`src/rtl/ring_freq_meter.sv`:
```
// ring_freq_meter: gated frequency meter for one ring-oscillator Gray counter.
//
// The free-running Gray count from the ring domain is synchronised into i_clk,
// converted to binary, and its per-cycle deltas are summed over a window of
// pGATE i_clk cycles. The summed result saturates at all-ones. The result is
// also readable a byte at a time for the 8-bit LED/scan output path.
//
// Optional feature: define RING_FREQ_MINMAX_EN to track the min/max result
// since reset (readable on byte selects 4..7). Otherwise selects 4..7 read 0.
//
// Ports:
//   i_clk       sample/system clock
//   i_rst       synchronous, active-high reset
//   i_gray      asynchronous Gray count from the ring domain
//   i_start     pulse, begins a measurement when idle
//   i_cont      level, auto-restart after each window
//   i_byte_sel  readout select for o_byte
//   o_busy      measurement in progress
//   o_valid     o_count holds a completed result
//   o_ovf       last result saturated
//   o_count     last result (ring edges counted in the window)
//   o_byte      registered byte readout, 1-cycle latency from i_byte_sel
module ring_freq_meter #(
    parameter int unsigned pCNT_W = 16,
    parameter int unsigned pACC_W = 24,
    parameter int unsigned pGATE  = 1000,
    parameter int unsigned pSYNC  = 2
) (
    input  logic              i_clk,
    input  logic              i_rst,
    input  logic [pCNT_W-1:0] i_gray,
    input  logic              i_start,
    input  logic              i_cont,
    input  logic [2:0]        i_byte_sel,
    output logic              o_busy,
    output logic              o_valid,
    output logic              o_ovf,
    output logic [pACC_W-1:0] o_count,
    output logic [7:0]        o_byte
);

    localparam int unsigned GATE_W = $clog2(pGATE);

    typedef enum logic [1:0] {
        StIdle = 2'd0,
        StArm  = 2'd1,
        StGate = 2'd2,
        StDone = 2'd3
    } state_e;

    state_e                         state_q, state_d;
    logic [pSYNC-1:0][pCNT_W-1:0]   sync_q;
    logic [pCNT_W-1:0]              g_bin;
    logic [pCNT_W-1:0]              prev_q, prev_d;
    logic [pCNT_W-1:0]              delta;
    logic [pACC_W:0]                sum;
    logic [pACC_W-1:0]              acc_q, acc_d;
    logic [GATE_W-1:0]              gate_q, gate_d;
    logic                           sat_q, sat_d;
    logic [pACC_W-1:0]              count_q, count_d;
    logic                           valid_q, valid_d;
    logic                           ovf_q, ovf_d;
    logic [7:0]                     byte_q, byte_d;
    logic [23:0]                    count_lo;
    logic                           busy;

    // Synchroniser: index 0 is the first flop, pSYNC-1 the last.
    always_ff @(posedge i_clk) begin
        if (i_rst) begin
            sync_q <= '0;
        end else begin
            sync_q <= {sync_q[pSYNC-2:0], i_gray};
        end
    end

    // Gray to binary: bit i is the XOR of all Gray bits at or above i.
    always_comb begin
        g_bin = '0;
        for (int i = 0; i < pCNT_W; i++) begin
            g_bin[i] = ^(sync_q[pSYNC-1] >> i);
        end
    end

    // Modular delta absorbs wraps of the ring counter.
    assign delta = g_bin - prev_q;
    assign sum   = {1'b0, acc_q} + {{(pACC_W + 1 - pCNT_W){1'b0}}, delta};

    always_comb begin
        state_d = state_q;
        prev_d  = prev_q;
        acc_d   = acc_q;
        gate_d  = gate_q;
        sat_d   = sat_q;
        count_d = count_q;
        valid_d = valid_q;
        ovf_d   = ovf_q;
        unique case (state_q)
            StIdle: begin
                if (i_start) state_d = StArm;
            end
            StArm: begin
                prev_d  = g_bin;
                acc_d   = '0;
                sat_d   = 1'b0;
                gate_d  = GATE_W'(pGATE - 1);
                valid_d = 1'b0;
                ovf_d   = 1'b0;
                state_d = StGate;
            end
            StGate: begin
                prev_d = g_bin;
                if (sum[pACC_W]) begin
                    acc_d = '1;
                    sat_d = 1'b1;
                end else begin
                    acc_d = sum[pACC_W-1:0];
                end
                if (gate_q == '0) begin
                    state_d = StDone;
                end else begin
                    gate_d = gate_q - 1'b1;
                end
            end
            StDone: begin
                count_d = acc_q;
                ovf_d   = sat_q;
                valid_d = 1'b1;
                state_d = i_cont ? StArm : StIdle;
            end
            default: ;
        endcase
    end

    always_ff @(posedge i_clk) begin
        if (i_rst) begin
            state_q <= StIdle;
            prev_q  <= '0;
            acc_q   <= '0;
            gate_q  <= '0;
            sat_q   <= 1'b0;
            count_q <= '0;
            valid_q <= 1'b0;
            ovf_q   <= 1'b0;
            byte_q  <= '0;
        end else begin
            state_q <= state_d;
            prev_q  <= prev_d;
            acc_q   <= acc_d;
            gate_q  <= gate_d;
            sat_q   <= sat_d;
            count_q <= count_d;
            valid_q <= valid_d;
            ovf_q   <= ovf_d;
            byte_q  <= byte_d;
        end
    end

`ifdef RING_FREQ_MINMAX_EN
    logic [pACC_W-1:0] min_q, max_q;
    logic              have_q;
    logic [15:0]       min_lo, max_lo;

    // First completed window loads both; later windows widen the range.
    always_ff @(posedge i_clk) begin
        if (i_rst) begin
            min_q  <= '0;
            max_q  <= '0;
            have_q <= 1'b0;
        end else if (state_q == StDone) begin
            if (!have_q || acc_q < min_q) min_q <= acc_q;
            if (!have_q || acc_q > max_q) max_q <= acc_q;
            have_q <= 1'b1;
        end
    end

    assign min_lo = 16'(min_q);
    assign max_lo = 16'(max_q);
`endif

    assign busy     = (state_q != StIdle);
    assign count_lo = 24'(count_q);

    always_comb begin
        byte_d = 8'h00;
        unique case (i_byte_sel)
            3'd0: byte_d = count_lo[7:0];
            3'd1: byte_d = count_lo[15:8];
            3'd2: byte_d = count_lo[23:16];
            3'd3: byte_d = {ovf_q, valid_q, busy, state_q, 3'b000};
`ifdef RING_FREQ_MINMAX_EN
            3'd4: byte_d = min_lo[7:0];
            3'd5: byte_d = min_lo[15:8];
            3'd6: byte_d = max_lo[7:0];
            3'd7: byte_d = max_lo[15:8];
`else
            3'd4, 3'd5, 3'd6, 3'd7: byte_d = 8'h00;
`endif
            default: byte_d = 8'h00;
        endcase
    end

    assign o_busy  = busy;
    assign o_valid = valid_q;
    assign o_ovf   = ovf_q;
    assign o_count = count_q;
    assign o_byte  = byte_q;

endmodule
```
`config.mk`:
```
export PLATFORM = sky130hd
export DESIGN_NAME = ring_freq_meter
export DESIGN_NICKNAME = d
export VERILOG_FILES = /design/src/rtl/ring_freq_meter.sv
export SDC_FILE = /design/constraint.sdc
export NUM_CORES = 1
export LEC_CHECK = 0
export CAP_MARGIN = 0
export CORE_MARGIN = 4
export CORE_UTILIZATION = 62
export DETAILED_ROUTE_END_ITERATION = 16
export GPL_TIMING_DRIVEN = 0
export PLACE_DENSITY = 0.86
export SYNTH_ARGS = -nofsm -noshare
export SYNTH_HDL_FRONTEND = slang
export SYNTH_SLANG_ARGS = --single-unit
```
`constraint.sdc`:
```
create_clock -name i_clk -period 15.8 [get_ports i_clk]
set_clock_uncertainty 0.05 [all_clocks]
set_input_delay 3.16 -clock i_clk [delete_from_list [all_inputs] [get_ports i_clk]]
set_output_delay 3.16 -clock i_clk [all_outputs]
set_load 0.02 [all_outputs]
```
==> summary.md, run 1 <==
| Metric | Value |
|---|---|
| Clk buf depth | 2 |
| H-tree depth | 4 |
| Core Util, Final | 78.58% |
| DIE AREA | 0.01130 mm² |
| CTS tree | built |
| Most frequent CP cell | xnor2_2 |
| Family with the most delay on the worst path | XOR/XNOR gates |
| Initial DRT Pass Iterations | 5 |
| Drt first-iter violations | 249 |
| WP buf/inv | 2 |
| Syn. warnings | 0 |
| Post-synth top flop | dfxtp_1 |
| Fraction of registers with async set/reset | 0% |
| Nets@finish | 812 |
| Achievable Freq | 148.5 MHz |
| Worst-margin pin slew | 0.7553 ns |
| Min Clock Period, post-route | 6.732 ns |
| Final ANT Viol Nets | 0 |
| Leak | 2.995 nW |
| Mapped Cells | 674 |
| Die Wd | 106.3 µm |
| Synth Net Count | 738 |
| Max Cap Viol | 0 |
| Clk Latency, worst-skew pair | 0.52 ns |
| IO Count | 58 |
| # hold bufs at CTS | 0 |
| Routed WL | 14560 µm |
| R2r startpoint | sync_q[31]$_SDFF_PP0_ |
| Site Rows | 35 |
| Drt drc | 0 |
| Post-synth EDFFs | 0 |
| Crit share post-route | 42.61% |
| Worst slew margin | 49.65% |
| Cell variety after synth | 49 |
| Delay of the slowest critical-path stage | 0.54 ns |
| Final Hold Vio Count | 0 |
| Initial antenna violation count | 0 |
| WL/cell | 16.36 µm |
| Ratio of cells with drive above 1 in the final layout | 5.650% |
| Sequential area share after synthesis | 39.77% |
| Pwr dens | 197.0 mW/mm² |
| Clk pin slew, worst setup/hold paths | 0.06 ns |
| Crit Path Class | register to register |
| Tot Pwr | 0.001444 W |
| CP Capture Type | register |
| Status | finished clean |
| CTS resizes | 0 |
| Initial Util | 64.23% |
| Levels on crit path | 27 |
| Setup slack, reg-to-reg | 9.07 ns |
| Fillers | 610 |
| Setup crit start | sync_q[31]$_SDFF_PP0_ |
| CTS Root Cell | clkbuf_8 |
| Required time of the critical path | 16.19 ns |
| Placed insts | 858 |
| Total gr overflow | 0 |
| TritonCTS buffer count | 17 |
| Worst Hold Class | register to register |
| Critical-path top delay cell | a41oi_1 |
| Clk sinks | 119 |
| DIE HEIGHT | 106.3 µm |
| VDD IR max | 0.0001024 V |
| First-pass GRT wire length | 24760 µm |
| DR vias | 5064 |
| Vias in the first global route | 5240 |
| Largest net degree at the start of global routing | 17 |
| Critical Path End | acc_q[19]$_SDFFE_PP0P_ |
| Worst Path Arrival | 7.12 ns |
| Reg-to-reg critical path endpoint | acc_q[19]$_SDFFE_PP0P_ |
| Flops & latches, synth | 119 |
| Startpoint Class | register |
| Reg2reg path depth | 27 |
| RSZ-0062 raised after global routing | no |
| Finished Layout Cells | 890 |
| Dpl hpwl | 10310 µm |
| Via density | 5.690 |
| Crit Path Max Fanout | 10 |
| Synthesized cell area | 0.005991 mm² |
| Final GP Congestion | 0.9278 |
| Final setup violation count | 0 |
| # diodes | 0 |
| Max Slew Vio Count | 0 |
| GRT Total Usage | 27.28% |
| Syn avg cell area | 8.888 µm² |
| Port Buffers | 55 |
| Setup_tns | 0 ns |
| Core ar. | 0.009328 mm² |
| Area growth syn-to-layout | 22.35% |
| Setup Buffers After CTS | 0 |
## worst reg2reg max path, cell delays in order, from the launching register on
cell and delay (ns):
dfxtp_1 0.36, xnor2_2 0.38, xnor2_2 0.23, xnor2_4 0.34
xnor2_4 0.16, xnor2_2 0.19, xnor2_2 0.30, xnor2_2 0.13
ha_1 0.24, fa_1 0.42, nor2b_1 0.12, o21ai_0 0.10
a21boi_0 0.24, o21ai_0 0.13, a21boi_0 0.33, o31a_1 0.22
o21ai_0 0.14, nor2b_1 0.17, xnor2_1 0.13, ha_1 0.36
nand3_1 0.13, inv_1 0.07, nand4_1 0.13, a41oi_1 0.54
nor2b_1 0.26, clkbuf_1 0.41, and3b_1 0.24, nor3_1 0.13
## state kept, by name, indices dropped and copies added, names as in the netlist
name / count
acc_q: 24
gate_q: 10
o_byte: 8
o_count: 24
o_ovf: 1
o_valid: 1
prev_q: 16
sat_q: 1
state_q: 2
sync_q: 32
## layout make-up
type	count	area, µm²	area share [%]
repair buffers	55	550.5	7.511
flip-flops and latches	119	2382	32.50
clock inverters	14	198.9	2.714
plain buffers	26	97.59	1.332
multi-input cells	491	3368	45.95
clock buffers	18	427.9	5.838
inverters	38	142.6	1.946
well taps	129	161.4	2.202
## layout by cell type, fill, tap and decap left out, types with 12 or more instances in the layout
cell type          n
o21ai_0           34
clkdlybuf4s50_1   55
a211oi_1          18
nor2b_1           42
clkbuf_16         16
xnor2_1           29
nor2_1            74
nand2_1           52
dfxtp_1          119
mux2i_1           39
nor3_1            14
a21oi_1           40
xor2_1            12
nand3_1           12
ha_1              39
inv_1             38
clkbuf_1          21
## cell families (layout without fill, tap and decap cells)
group / count (synthesis) / count (layout) / share of synthesized area (%)
simple gates: 223 / 223 / 17.75
fa+ha+maj: 41 / 41 / 8.814
mux: 39 / 39 / 6.516
xor+xnor: 48 / 48 / 8.271
buf+inv: 64 / 151 / 4.010
compound gates: 140 / 140 / 14.87
flops: 119 / 119 / 39.77
## power by group
group          internal (W)  switching (W)
sequential         0.000339      0.0000310
clock              0.000262       0.000147
combinational      0.000277       0.000389
total              0.000877       0.000567
## per-layer routing
metal / vias up / routed length (µm) / track usage [%]
li1: 2472 / - / -
met5: - / 0 / 0
met3: 40 / 791 / 5.222
met1: 2386 / 5922 / 31.23
met2: 166 / 7426 / 49.19
met4: 0 / 418 / 11.84
## per-stage QoR
| step | area, µm² | setup slack [ns] | hold slack (ns) |
|---|---|---|---|
| global route | 7330 | 8.488 | 0.4107 |
| detailed placement | 6703 | 9.314 | 0.3747 |
| CTS | 7330 | 9.175 | 0.3909 |
| floorplan | 5991 | 10.22 | 0.3638 |
| finish | 7330 | 9.068 | 0.3902 |
| global placement | 6703 | 9.476 | 0.3664 |
## cells in the mapped netlist, types with 2 or more instances
| library cell | number | share of area [%] |
|---|---|---|
| a21oi_1 | 40 | 3.3 |
| o211ai_1 | 2 | 0.25 |
| o21ai_0 | 34 | 2.8 |
| o221ai_1 | 5 | 0.73 |
| nand2b_1 | 3 | 0.31 |
| nor2_1 | 74 | 4.6 |
| inv_1 | 38 | 2.4 |
| dfxtp_1 | 119 | 40 |
| xnor2_2 | 5 | 1.4 |
| nand3_1 | 12 | 1.0 |
| nand3b_1 | 3 | 0.38 |
| xnor2_1 | 29 | 4.2 |
| or4_1 | 2 | 0.25 |
| xnor2_4 | 2 | 0.92 |
| o31a_1 | 4 | 0.58 |
| nor4_1 | 2 | 0.21 |
| nor3_1 | 14 | 1.2 |
| or3_1 | 2 | 0.21 |
| a31o_2 | 2 | 0.29 |
| buf_1 | 5 | 0.31 |
| o31ai_1 | 4 | 0.50 |
| a31oi_1 | 3 | 0.31 |
| fa_1 | 2 | 0.67 |
| a21boi_0 | 6 | 0.75 |
| and3_1 | 4 | 0.42 |
| xor2_1 | 12 | 1.8 |
| clkbuf_1 | 21 | 1.3 |
| nand2_1 | 52 | 3.3 |
| nor2b_1 | 42 | 4.4 |
| a211oi_1 | 18 | 2.3 |
| nand4_1 | 3 | 0.31 |
| ha_1 | 39 | 8.1 |
| and2_1 | 5 | 0.52 |
| mux2i_1 | 39 | 6.5 |
| a21o_1 | 10 | 1.3 |
| o21a_1 | 4 | 0.50 |
## worst min path at each step
stage | start | end | cells after the start
6_report | sync_q[9]$_SDFF_PP0_ | sync_q[25]$_SDFF_PP0_ | 1
3_3_place_gp | sync_q[7]$_SDFF_PP0_ | sync_q[23]$_SDFF_PP0_ | 1
3_5_place_dp | sync_q[4]$_SDFF_PP0_ | sync_q[20]$_SDFF_PP0_ | 1
4_1_cts | sync_q[6]$_SDFF_PP0_ | sync_q[22]$_SDFF_PP0_ | 1
2_1_floorplan | sync_q[0]$_SDFF_PP0_ | sync_q[16]$_SDFF_PP0_ | 1
5_1_grt | sync_q[1]$_SDFF_PP0_ | sync_q[17]$_SDFF_PP0_ | 1
No activity file was read; power rests on OpenSTA's default activity.
==> run 2: changes to the inputs <==
--- a/config.mk
+++ b/config.mk
@@ -7,10 +7,10 @@
 export LEC_CHECK = 0
 export CAP_MARGIN = 0
 export CORE_MARGIN = 4
-export CORE_UTILIZATION = 62
+export CORE_UTILIZATION = 52
 export DETAILED_ROUTE_END_ITERATION = 16
 export GPL_TIMING_DRIVEN = 0
-export PLACE_DENSITY = 0.86
+export PLACE_DENSITY = 0.77
 export SYNTH_ARGS = -nofsm -noshare
 export SYNTH_HDL_FRONTEND = slang
 export SYNTH_SLANG_ARGS = --single-unit
==> constraint.sdc (replaced) <==
create_clock -name i_clk -period 5.8 [get_ports i_clk]
set_clock_uncertainty 0.05 [all_clocks]
set_input_delay 1.16 -clock i_clk [delete_from_list [all_inputs] [get_ports i_clk]]
set_output_delay 1.16 -clock i_clk [all_outputs]
set_load 0.02 [all_outputs]
==> summary.md, run 2 (same netlist as run 1, synthesis figures left out) <==
| Metric | Value |
|---|---|
| Status | finished clean (unchanged) |
| Routed WL | 14360 µm (was 14560 µm) |
| Commonest cells after routing, fill and taps aside | 119 x dfxtp_1, 74 x nor2_1, 55 x clkdlybuf4s50_1 (unchanged) |
| Setup_tns | 0 ns (unchanged) |
| Sw frac | 39.57% (was 39.25%) |
| Clk pin slew, worst setup/hold paths | 0.06 ns (about the same) |
| First-pass GRT wire length | 23160 µm (was 24760 µm) |
| Final ANT Viol Nets | 0 (unchanged) |
| Largest net degree at the start of global routing | 17 (unchanged) |
| WL/cell | 15.58 µm (was 16.36 µm) |
| Most common cell after layout, fill and taps aside | dfxtp_1 (unchanged) |
| RSZ-0062 raised after global routing | yes (was no) |
| Placement Setup Slack | -0.8110 ns (was 9.314 ns) |
| Start point of the worst hold path | sync_q[12]$_SDFF_PP0_ (was sync_q[9]$_SDFF_PP0_) |
| Initial DRT Pass Iterations | 6 (was 5) |
| GRT Total Usage | 21.93% (was 27.28%) |
| Initial antenna violation count | 0 (unchanged) |
| Pwr dens | 551.0 mW/mm² (was 197.0 mW/mm²) |
| Achievable Freq | 178.1 MHz (was 148.5 MHz) |
| Worst Path Arrival | 5.90 ns (was 7.12 ns) |
| Reg2reg path depth | 28 (was 27) |
| Max reg flops | 32 (unchanged) |
| Reg-to-reg critical path endpoint | acc_q[22]$_SDFFE_PP0P_ (was acc_q[19]$_SDFFE_PP0P_) |
| Min Clock Period, post-route | 5.615 ns (was 6.732 ns) |
| VDD IR max | 0.0002225 V (was 0.0001024 V) |
| Core ar. | 0.01108 mm² (was 0.009328 mm²) |
| Cell-internal power | 0.002540 W (was 0.0008772 W) |
| DIE HEIGHT | 115.3 µm (was 106.3 µm) |
| Critical-path top delay cell | or4_4 (was a41oi_1) |
| Site Rows | 38 (was 35) |
| Drt drc | 0 (unchanged) |
| Clk sinks | 119 (unchanged) |
| Clk Latency, worst-skew pair | 0.41 ns (was 0.52 ns) |
| # hold bufs at CTS | 0 (unchanged) |
| Die Wd | 115.3 µm (was 106.3 µm) |
| Most frequent CP cell | xnor2_2 (unchanged) |
| Dpl hpwl | 10140 µm (was 10310 µm) |
| Worst Hold Class | register to register (unchanged) |
| Leak | 3.122 nW (was 2.995 nW) |
| DIE AREA | 0.01330 mm² (was 0.01130 mm²) |
| Vias in the first global route | 5021 (was 5240) |
| Via density | 5.592 (was 5.690) |
| Area growth syn-to-layout | 27.36% (was 22.35%) |
| Clk pwr share | 25.0% (was 28.3%) |
| Initial Util | 54.08% (was 64.23%) |
| Max Slew Vio Count | 0 (unchanged) |
| Hold path depth | 1 (unchanged) |
| Drt first-iter violations | 521 (was 249) |
| Final setup violation count | 0 (unchanged) |
| R2r startpoint | sync_q[28]$_SDFF_PP0_ (was sync_q[31]$_SDFF_PP0_) |
| Max Cap Viol | 0 (unchanged) |
| IO Count | 58 (unchanged) |
| Min Hold Slack | 0.3794 ns (was 0.3902 ns) |
| CP Capture Type | register (unchanged) |
| Required time of the critical path | 6.08 ns (was 16.19 ns) |
| H-tree depth | 4 (unchanged) |
| CTS tree | built (unchanged) |
| DR vias | 5156 (was 5064) |
| Most flops, register | sync_q (unchanged) |
| Worst slew margin | 49.82% (was 49.65%) |
| Total gr overflow | 0 (unchanged) |
| Crit share post-route | 96.81% (was 42.61%) |
| CTS Root Cell | clkbuf_16 (was clkbuf_8) |
| Delay of the slowest critical-path stage | 0.51 ns (was 0.54 ns) |
| Nets@finish | 833 (was 812) |
| Sequential power share | 23.9% (was 25.6%) |
| Setup slack, reg-to-reg | 0.19 ns (was 9.07 ns) |
| Crit Path Max Fanout | 5 (was 10) |
| Switching Power | 0.001664 W (was 0.0005667 W) |
| Clk buf depth | 2 (unchanged) |
| Ratio of cells with drive above 1 in the final layout | 12.53% (was 5.650%) |
| TritonCTS buffer count | 17 (unchanged) |
| # diodes | 0 (unchanged) |
| Hold endpoint | sync_q[28]$_SDFF_PP0_ (was sync_q[25]$_SDFF_PP0_) |
| Startpoint Class | register (unchanged) |
| Crit Path Class | register to register (unchanged) |
| Final WS setup | 0.1851 ns (was 9.068 ns) |
| Worst-margin pin slew | 0.7527 ns (was 0.7553 ns) |
| Final Hold Vio Count | 0 (unchanged) |
| Final GP Congestion | 0.8806 (was 0.9278) |
| Port Buffers | 55 (unchanged) |
| Logic pwr share | 51.1% (was 46.1%) |
[run 2: cell count changes in the layout (fill, tap and decap cells not counted), moves of 5 or more]
cell / delta
a21oi_2: +5
a21oi_1: -5
buf_4: +21
o21ai_1: +8
o21ai_2: +6
o21ai_0: -14
[run 2: power groups by stage]
stage	combinational [W]	clock [W]	sequential (W)
3_5_place_dp	0.00178	0	0.00102
5_1_grt	0.00236	0.00110	0.00102
2_1_floorplan	0.00141	0	0.00100
6_report	0.00215	0.00105	0.00101
4_1_cts	0.00192	0.00106	0.00100
3_3_place_gp	0.00168	0	0.00101
[run 2: worst max path at each step]
stage,from,endpoint,cells after the start
2_1_floorplan,sync_q[28]$_SDFF_PP0_,acc_q[17]$_SDFFE_PP0P_,28
3_3_place_gp,sync_q[28]$_SDFF_PP0_,acc_q[17]$_SDFFE_PP0P_,28
3_5_place_dp,sync_q[28]$_SDFF_PP0_,acc_q[17]$_SDFFE_PP0P_,28
4_1_cts,sync_q[29]$_SDFF_PP0_,acc_q[22]$_SDFFE_PP0P_,28
5_1_grt,sync_q[28]$_SDFF_PP0_,acc_q[18]$_SDFFE_PP0P_,28
6_report,sync_q[28]$_SDFF_PP0_,acc_q[22]$_SDFFE_PP0P_,28
[run 2: repair_timing]
action / 4_1_cts / 5_1_grt
gates cloned: 0 / 0
buffers inserted: 13 / 8
pin swaps: 14 / 22
setup endpoints to repair: 25 / 25
gates resized for setup: 20 / 33
hold endpoints to repair: 0 / 0
[run 2: per-stage QoR]
stage	total power [W]	utilization (%)	cell area, µm²	std cells
3_5_place_dp	0.002794	60.63	6716	869
5_1_grt	0.004475	68.87	7630	922
4_1_cts	0.003991	67.42	7468	914
2_1_floorplan	0.002406	-	5991	674
6_report	0.004204	68.87	7630	922
3_3_place_gp	0.002693	60.63	6716	869
[run 2: critical path, delay by kind of cell (launching register included)]
kind            cells  cell delay, ns
xor+xnor            9            1.73
compound gates     10            1.47
simple gates        6            1.26
fa+ha+maj           2            0.50
flops               1            0.34
buf+inv             1            0.18
[run 2: area by class of cell]
type	instances	area (µm²)
plain buffers	26	102.6
clock buffers	19	452.9
clock inverters	13	146.4
fillers	835	3448
inverters	38	142.6
multi-input cells	491	3507
flip-flops and latches	119	2382
well taps	140	175.2
repair buffers	76	720.7
[run 2: per-layer routing]
metal	up-vias	track usage [%]	routed length, µm
met3	46	4.947	830
met4	0	11.03	473
met1	2391	24.48	5976
li1	2521	-	-
met5	-	0	0
met2	198	39.04	7081
==> run 3: changes to the inputs <==
--- a/config.mk
+++ b/config.mk
@@ -14,3 +14,4 @@
 export SYNTH_ARGS = -nofsm -noshare
 export SYNTH_HDL_FRONTEND = slang
 export SYNTH_SLANG_ARGS = --single-unit
+export TNS_END_PERCENT = 5
==> summary.md, run 3 (same netlist as run 1, synthesis figures left out) <==
| Metric | Value |
|---|---|
| Delay of the slowest critical-path stage | 0.51 ns (about the same) |
| Logic pwr share | 51.0% (was 51.1%) |
| Worst Path Arrival | 5.90 ns (about the same) |
| Status | finished clean (unchanged) |
| H-tree depth | 4 (unchanged) |
| Via density | 5.572 (was 5.592) |
| Most frequent CP cell | xnor2_2 (unchanged) |
| Crit Path Class | register to register (unchanged) |
| Cell-internal power | 0.002540 W (about the same) |
| Site Rows | 38 (unchanged) |
| Crit share post-route | 96.80% (was 96.81%) |
| Final Hold Vio Count | 0 (unchanged) |
| Finished Layout Cells | 922 (unchanged) |
| Routed WL | 14340 µm (was 14360 µm) |
| Required time of the critical path | 6.08 ns (about the same) |
| CTS tree | built (unchanged) |
| Placed Area | 0.006716 mm² (unchanged) |
| Achievable Freq | 178.1 MHz (about the same) |
| Sw frac | 39.50% (was 39.57%) |
| Clk Latency, worst-skew pair | 0.41 ns (about the same) |
| Critical-path top delay cell | or4_4 (unchanged) |
| Die Wd | 115.3 µm (unchanged) |
| Max Slew Vio Count | 0 (unchanged) |
| Final setup violation count | 0 (unchanged) |
| WP buf/inv | 1 (unchanged) |
| Initial DRT Pass Iterations | 7 (was 6) |
| Commonest cells after routing, fill and taps aside | 119 x dfxtp_1, 74 x nor2_1, 55 x clkdlybuf4s50_1 (unchanged) |
| DIE HEIGHT | 115.3 µm (unchanged) |
| Pwr dens | 550.4 mW/mm² (was 551.0 mW/mm²) |
| Initial antenna violation count | 0 (unchanged) |
| Clk pwr share | 25.0% (about the same) |
| Final ANT Viol Nets | 0 (unchanged) |
| Drt drc | 0 (unchanged) |
| Largest net degree at the start of global routing | 17 (unchanged) |
| # diodes | 0 (unchanged) |
| # hold bufs at CTS | 0 (unchanged) |
| Max Cap Viol | 0 (unchanged) |
| Min Clock Period, post-route | 5.615 ns (about the same) |
| Crit Path Max Fanout | 5 (unchanged) |
| VDD IR max | 0.0002218 V (was 0.0002225 V) |
| Ratio of cells with drive above 1 in the final layout | 12.53% (unchanged) |
| RSZ-0062 raised after global routing | yes (unchanged) |
| Worst slew margin | 49.91% (was 49.82%) |
| Leak | 3.122 nW (unchanged) |
| CP Capture Type | register (unchanged) |
| Most common cell after layout, fill and taps aside | dfxtp_1 (unchanged) |
| IO Count | 58 (unchanged) |
| Initial Util | 54.08% (unchanged) |
| Vias in the first global route | 5021 (unchanged) |
| Most flops, register | sync_q (unchanged) |
| Total gr overflow | 0 (unchanged) |
| Worst-margin pin slew | 0.7514 ns (was 0.7527 ns) |
| Max reg flops | 32 (unchanged) |
| Min Hold Slack | 0.3794 ns (about the same) |
| Placed insts | 869 (unchanged) |
| WL/cell | 15.55 µm (was 15.58 µm) |
| Area growth syn-to-layout | 27.36% (unchanged) |
| Worst Hold Class | register to register (unchanged) |
| Tot Pwr | 0.004199 W (was 0.004204 W) |
| Dpl hpwl | 10140 µm (unchanged) |
| Final GP Congestion | 0.8806 (unchanged) |
| GRT Total Usage | 21.93% (unchanged) |
| DIE AREA | 0.01330 mm² (unchanged) |
| Clk buf depth | 2 (unchanged) |
| Nets@finish | 833 (unchanged) |
| First-pass GRT wire length | 23160 µm (unchanged) |
| Family with the most delay on the worst path | XOR/XNOR gates (unchanged) |
| Setup_tns | 0 ns (unchanged) |
| Sequential power share | 24.0% (was 23.9%) |
| CTS Root Cell | clkbuf_16 (unchanged) |
| Drt first-iter violations | 528 (was 521) |
| Clk sinks | 119 (unchanged) |
| Core ar. | 0.01108 mm² (unchanged) |
| Port Buffers | 55 (unchanged) |
| DR vias | 5137 (was 5156) |
| Clk pin slew, worst setup/hold paths | 0.06 ns (about the same) |
| Switching Power | 0.001659 W (was 0.001664 W) |
| Startpoint Class | register (unchanged) |
| Final Cell Area | 0.007630 mm² (unchanged) |
| TritonCTS buffer count | 17 (unchanged) |
run 3: cell counts in the layout (fill, tap and decap cells not counted):
No cell type changed its count.
run 3: area by class of cell:
type / instances / area, µm²
clock inverters: 13 / 146.4
fillers: 835 / 3448
well taps: 140 / 175.2
repair buffers: 76 / 720.7
inverters: 38 / 142.6
multi-input cells: 491 / 3507
plain buffers: 26 / 102.6
flip-flops and latches: 119 / 2382
clock buffers: 19 / 452.9
run 3: final timing paths:
path / start / end / slack (ns) / cells after the start
worst min register to register: sync_q[12]$_SDFF_PP0_ / sync_q[28]$_SDFF_PP0_ / 0.38 / 1
worst max register to register: sync_q[28]$_SDFF_PP0_ / acc_q[22]$_SDFFE_PP0P_ / 0.19 / 28
worst min-delay path: sync_q[12]$_SDFF_PP0_ / sync_q[28]$_SDFF_PP0_ / 0.38 / 1
worst max-delay path: sync_q[28]$_SDFF_PP0_ / acc_q[22]$_SDFFE_PP0P_ / 0.19 / 28
run 3: repair_timing:
item | 4_1_cts | 5_1_grt
gates resized for setup | 20 | 33
setup endpoints to repair | 25 | 25
pin swaps | 14 | 22
hold endpoints to repair | 0 | 0
buffers inserted | 13 | 8
run 3: worst reg2reg max path, delay by kind of cell (launching register included):
| family | cells | cell delay (ns) |
|---|---|---|
| adders and majority gates | 2 | 0.50 |
| xor gates and xnor gates | 9 | 1.74 |
| DFF | 1 | 0.34 |
| buffers and inverters | 1 | 0.18 |
| AOI/OAI and AO/OA | 10 | 1.46 |
| and+or+nand+nor | 6 | 1.26 |
run 3: per-layer routing:
| layer | vias to the layer above | part of all wire (%) | GRT usage (%) | wire [µm] |
|---|---|---|---|---|
| li1 | 2517 | - | - | - |
| met1 | 2396 | 42 | 24.48 | 5985 |
| met2 | 181 | 50 | 39.04 | 7126 |
| met3 | 43 | 5.5 | 4.947 | 788 |
| met4 | 0 | 3.1 | 11.03 | 441 |
| met5 | - | 0 | 0 | 0 |
run 3: power groups by stage:
stage                     Sequential, W  Clock [W]  Combinational, W
after global routing            0.00102    0.00110           0.00236
after detailed placement        0.00102          0           0.00178
after floorplan                 0.00100          0           0.00141
after global placement          0.00101          0           0.00168
after CTS                       0.00100    0.00106           0.00192
final                           0.00101    0.00105           0.00214
run 3: through the flow:
step	utilization [%]	worst slack [ns]
floorplan	-	0.2223
global placement	60.63	-0.5725
detailed placement	60.63	-0.8110
CTS	67.42	0.004735
global route	68.87	-0.06483
finish	68.87	0.1853
